$ cat src/rtl/offset_addr_arbiter.sv
// Two-requester round-robin arbiter feeding a one-deep result register.
// The result is base plus the sign-extended offset, with a signed-overflow flag.
module offset_addr_arbiter #(
  parameter int unsigned OFF_W = 19
) (
  input  logic             clk,
  input  logic             rst,
  input  logic             req0_valid,
  input  logic [31:0]      req0_base,
  input  logic [OFF_W-1:0] req0_off,
  output logic             req0_ready,
  input  logic             req1_valid,
  input  logic [31:0]      req1_base,
  input  logic [OFF_W-1:0] req1_off,
  output logic             req1_ready,
  output logic             out_valid,
  output logic [31:0]      out_addr,
  output logic             out_id,
  output logic             out_ovf,
  input  logic             out_ready
);

  logic             prio_q;
  logic             out_valid_q;
  logic [31:0]      out_addr_q;
  logic             out_id_q;
  logic             out_ovf_q;

  logic             slot_free;
  logic             grant0;
  logic             grant1;
  logic [31:0]      sel_base;
  logic [OFF_W-1:0] sel_off;
  logic [31:0]      sext_off;
  logic [31:0]      sum;
  logic             ovf;

  assign slot_free = !out_valid_q || out_ready;

  // prio names the requester that wins when both are valid
  always_comb begin
    grant0 = 1'b0;
    grant1 = 1'b0;
    if (!rst && slot_free) begin
      if (req0_valid && (!req1_valid || !prio_q)) begin
        grant0 = 1'b1;
      end else if (req1_valid) begin
        grant1 = 1'b1;
      end
    end
  end

  assign sel_base = grant1 ? req1_base : req0_base;
  assign sel_off  = grant1 ? req1_off  : req0_off;
  assign sext_off = {{(32 - OFF_W){sel_off[OFF_W-1]}}, sel_off};
  assign sum      = sel_base + sext_off;
  // Overflow only possible when both operands share a sign and the sum flips it
  assign ovf      = (sel_base[31] == sext_off[31]) && (sum[31] != sel_base[31]);

  always_ff @(posedge clk) begin
    if (rst) begin
      prio_q      <= 1'b0;
      out_valid_q <= 1'b0;
      out_addr_q  <= 32'd0;
      out_id_q    <= 1'b0;
      out_ovf_q   <= 1'b0;
    end else if (grant0 || grant1) begin
      prio_q      <= grant0;
      out_valid_q <= 1'b1;
      out_addr_q  <= sum;
      out_id_q    <= grant1;
      out_ovf_q   <= ovf;
    end else if (out_ready) begin
      out_valid_q <= 1'b0;
    end
  end

  assign req0_ready = grant0;
  assign req1_ready = grant1;
  assign out_valid  = out_valid_q;
  assign out_addr   = out_addr_q;
  assign out_id     = out_id_q;
  assign out_ovf    = out_ovf_q;

endmodule

$ cat config.mk
export PLATFORM = sky130hd
export DESIGN_NAME = offset_addr_arbiter
export DESIGN_NICKNAME = d
export VERILOG_FILES = /design/src/rtl/offset_addr_arbiter.sv
export SDC_FILE = /design/constraint.sdc
export NUM_CORES = 1
export LEC_CHECK = 0
export ABC_AREA = 1
export BUFFER_PORTS_ARGS = -buffer_cell sky130_fd_sc_hd__buf_4
export CORE_ASPECT_RATIO = 0.75
export CORE_MARGIN = 1
export CORE_UTILIZATION = 57
export DETAILED_ROUTE_END_ITERATION = 8
export PLACE_DENSITY = 0.95
export SKIP_CTS_REPAIR_TIMING = 1
export SLEW_MARGIN = 20
export SYNTH_ARGS = -nofsm -noshare
export SYNTH_HDL_FRONTEND = slang
export SYNTH_SLANG_ARGS = --single-unit
$ cat constraint.sdc
create_clock -name clk -period 5.3 [get_ports clk]
set_input_delay 0.795 -clock clk [delete_from_list [all_inputs] [get_ports clk]]
set_output_delay 0.795 -clock clk [all_outputs]
set_load 0.02 [all_outputs]
== Word-level counts from Yosys, hierarchy flattened ==
Cells that the tools add are included.

* Bits in registers: 36
* Input port bits: 107
* Output and inout bits: 37
* Logic and storage cells: 28

* $add $sub $neg: 1
* Equality and inequality tests: 2
* Multiplexer cells: 9
* Reduce and logical (&&, ||, !) cells: 11

{| class="wikitable"
|+ Operator list
! operator !! count
|-
| $add 32x32->32 || 1
|-
| $mux 32 || 1
|-
| $mux 19 || 1
|-
| $mux 1 || 7
|-
| $logic_not 1->1 || 4
|-
| $logic_and 1x1->1 || 3
|-
| $logic_or 1x1->1 || 3
|-
| $reduce_bool 2->1 || 1
|-
| $eq 1x1->1 || 1
|-
| $ne 1x1->1 || 1
|}

== Longest topological paths before layout ==
* Depth in word-level cells: 9
* Gate-level depth with buffers: 21
* Gate-level depth less buffers: 19

== Worst setup path after synthesis ==
Ideal clock, no wire load.

* Path kind: input -> register
* Start point: input rst
* End point: register out_addr_q[28], in the netlist out_addr[28]
* Setup time: 0.109 ns
* Data arrival time: 3.054 ns
* Required time: 5.191 ns
* Slack: 2.138 ns
* Cell stages on the path: 19
* Path buffers: 3
* Cells stage by stage: buf_6 -> a21oi_4 -> nand2_1 -> buf_6 -> clkbuf_1 -> nand2_1 -> nand2_1 -> ha_1 -> fa_1 -> nand3_1 -> nand3_1 -> nand3_1 -> nand3_1 -> nand2_1 -> nand2_1 -> nand2_1 -> nand3_1 -> nand2_1 -> inv_1

* Word-level cells in the longest chain between the ends: 5
* Elaborated cells on any way between the ends: 8
* Those cells by class: 1 x add/sub; 4 x mux; 3 x reduce/logical

{| class="wikitable"
|+ RTL lines
! element !! RTL line !! source
|-
| start: declaration || 7 || <nowiki>input logic rst,</nowiki>
|-
| $logic_not 1->1 || 44 || <nowiki>if (!rst && slot_free) begin</nowiki>
|-
| $logic_and 1x1->1 || 44 ||
|-
| $mux 1 || 44 ||
|-
| $mux 32 / $mux 19 (equally long branches) || 53, 54 ||
|-
| $add 32x32->32 || 56 || <nowiki>assign sum = sel_base + sext_off;</nowiki>
|-
| end signal: assignment || 70 || <nowiki>out_addr_q <= sum;</nowiki>
|-
| end: declaration || 25 || <nowiki>logic [31:0] out_addr_q;</nowiki>
|}

Parallel ways exist; a longest one is shown, timed or not.
A chain may end at the register's enable or synchronous reset.

== Worst setup path in the final report ==
* Start point: input rst
* End point: register out_addr_q[18], in the netlist out_addr[18]

The elaborated chain is that of the path after synthesis.

==> results.py <==
metrics = {
    "floorplan": {
        "ios": 144,
        "initial_core_util_pct": 60.1,
        "rows": 27,
        "core_mm2": 0.00750,
        "die_h_um": 79.0,
        "die_width_um": 105,
        "die_area_mm2": 0.00827,
    },
    "sta": {
        "rsz0062_at_grt": "no",
        "finalClockSkew_ns": 0.00658,
        "fin_crit_sh_pct": 68.9,
        "setup_violations": 0,
        "min_period_ns": 3.65,
        "holdWs_ns": 0.470,
        "hold_viol": 0,
        "fmax_ghz": 0.274,
        "setup_tns_ns": 0,
        "worst_pin_slew_ns": 0.787,
        "finalWorstSetupSlack_ns": 1.65,
        "drv_slew": 0,
        "slew_headroom_pct": 47.5,
    },
    "route": {
        "dr.pass1.iters": 7,
        "post-route-drc-count": 0,
        "antenna_left": 0,
        "drtIter0Drc": 501,
        "routed_wl_um": 13400,
        "wl_per_cell_um": 12.1,
        "detail_route.vias_per_cell": 4.97,
        "num_vias": 5506,
    },
    "synth": {
        "yosys_warnings": 0,
        "muxShareOfSynthArea_pct": 0,
        "synth.avg_cell_area_um2": 5.14,
        "ys_top_cells_by_count": "nand2_1 (406), inv_1 (155), nor2_1 (90), nand3_1 (53), dfxtp_1 (36)",
        "netlist_area_mm2": 0.00451,
        "ys_types": 33,
        "yosys.area.top_type_share_pct": 33.8,
        "yosysMostFrequentCell": "nand2_1",
        "synth_area_leaders": "nand2_1 (34%), dfxtp_1 (16%), inv_1 (13%), ha_1 (8.6%), nor2_1 (7.5%)",
        "ys_seq_area_share_pct": 16.0,
        "synth_compound_area_share_pct": 6.50,
        "yosys_most_used_dff": "dfxtp_1",
        "synth_xor_area_share_pct": 2.14,
        "synth_edf_count": 0,
        "async_reset_ff_share_pct": 0,
        "yosysTopAreaCell": "nand2_1",
        "synth_top_family_by_area": "simple AND/OR/NAND/NOR gates",
        "syn-num-nets": 1016,
        "synth_simple_gate_area_share_pct": 50.1,
        "ys_ff_latch": 36,
        "syn_inst": 877,
        "synthAdderAreaFrac_pct": 9.05,
    },
    "grt": {
        "grt_max_degree": 58,
        "grt_overflow": 0,
        "first_global_vias": 4693,
        "antenna_found_initial": 0,
        "track_usage_pct": 32.6,
        "grt_pass1_wl_um": 21600,
    },
    "min_path": {
        "hp-class": "reg2reg",
    },
    "worst_setup_path": {
        "r2r_end": "out_addr[18]",
        "r2r-start": "prio_q",
        "reg2reg_slack_ns": 1.97,
        "worstSetupPathType": "in2reg",
        "crit_path_cell_trace": "buf_4 > a21oi_4 > nand2_2 > inv_2 > nand2_1 > nand2_1 > ha_1 > nand2_1 > inv_1 > nand2_1 > nor3_1 > o21ai_0 > nand4_1 > nand3_1 > nand2_1 > inv_1",
        "critPathArrivalTime_ns": 3.84,
        "crit_end": "out_addr[18]",
        "cp_slowest_stage_delay_ns": 0.57,
        "crit_slowest_cell": "inv_2",
        "reg2regPathDepth": 16,
        "critPathRequiredTime_ns": 5.49,
        "critPathLaunch": "rst",
        "crit_top_cell": "nand2_1",
        "start_kind": "primary input",
        "cp_max_fo": 50,
        "endpoint_kind": "flip-flop",
    },
    "clock_network": {
        "clkTransAtPathRegs_ns": 0.07,
        "clock_latency_ns": 0.29,
        "cts_tree": "done",
        "h-tree-depth": 2,
        "cts_made_buffers": 5,
        "cts_buffer_depth": 2,
        "clock-sinks": 36,
        "cts_root_buf": "clkbuf_8",
    },
    "cells_and_area": {
        "fin_nets": 1146,
        "synthToLayoutAreaGrowth_pct": 25.9,
        "antenna_cells": 0,
        "final_layout_size_suffix_gt1_share_pct": 15.7,
    },
    "outcome": {
        "status": "finished clean",
    },
    "power_and_ir_drop": {
        "power_density_mw_per_mm2": 221,
        "p_leak_nw": 3.68,
        "ir_drop_v": 0.000156,
    },
    "placement": {
        "dpl.hpwl_um": 11000,
        "numPortBuffers": 143,
        "pre_cts_ws_ns": 1.42,
        "gp_congestion": 1.05,
    },
    "job": {
        "max_cap_viol_count": 0,
    },
}
## cells by family after synthesis
kind of cell    count (synthesis)
buf+inv                       179
xor+xnor                       11
fa+ha+maj                      32
flops                          36
compound gates                 50
simple gates                  569
## placed cells by master (no fill, tap or decap), types with 5 or more instances in the layout
| cell | netlist | final |
|---|---|---|
| nor3_1 | 5 | 5 |
| nor2_1 | 90 | 90 |
| inv_1 | 155 | 155 |
| o21ai_0 | 14 | 14 |
| buf_4 | 3 | 144 |
| nand3_1 | 53 | 53 |
| ha_1 | 31 | 31 |
| xor2_1 | 7 | 7 |
| clkbuf_8 | 0 | 7 |
| dfxtp_1 | 36 | 36 |
| nand2_1 | 406 | 405 |
| a21oi_1 | 24 | 24 |
## routing by layer
| metal | routed length, um | vias up | share of wire, % | global-route usage, % |
|---|---|---|---|---|
| met1 | 6240 | 2332 | 46 | 46.4 |
| met4 | 83 | 0 | 0.62 | 5.07 |
| li1 | - | 2891 | - | - |
| met3 | 1540 | 8 | 11 | 6.81 |
| met5 | 0 | - | 0 | 0 |
| met2 | 5560 | 275 | 41 | 51.6 |
## cell type report
cell class                 count  area (um^2)
clock buffer                   7         96.3
inverter                     158          596
tap                          101          126
timing repair buffer         144         1080
sequential                    36          721
fill                         681         1820
multi-input combinational    662         3060
## power by group
group	internal [mW]	switching, mW
Combinational	0.274	0.449
Clock	0.116	0.0924
Sequential	0.304	0.0209
Total	0.694	0.562
## sequential cells by signal, indices dropped and copies added, names as in the netlist
| signal | count |
|---|---|
| out_ovf | 1 |
| out_id | 1 |
| out_valid | 1 |
| prio_q | 1 |
| out_addr | 32 |
## per-stage QoR
stage                     total power [mW]  std cells  util [%]  area (um^2)
after floorplan                      0.804        877         -         4510
after global placement                1.02       1101      74.4         5580
after detailed placement              1.03       1101      74.4         5580
after CTS                             1.24       1108      75.7         5680
after global routing                  1.35       1108      75.7         5680
final                                 1.26       1108      75.7         5680
## worst min-delay path by stage
stage	start	endpoint	slack [ns]	cells past startpoint
global route	out_id	out_id	0.51	2
global placement	out_id	out_id	0.46	2
CTS	out_id	out_id	0.46	2
floorplan	prio_q	prio_q	0.46	2
finish	out_id	out_id	0.47	2
detailed placement	out_id	out_id	0.45	2
## critical path, delay by kind of cell
family                     cells  cell delay (ns)
adders and majority gates      1             0.26
AOI/OAI and AO/OA              2             0.49
and+or+nand+nor                9             1.30
buffers and inverters          4             0.96
(Power assumes the default switching activity.)
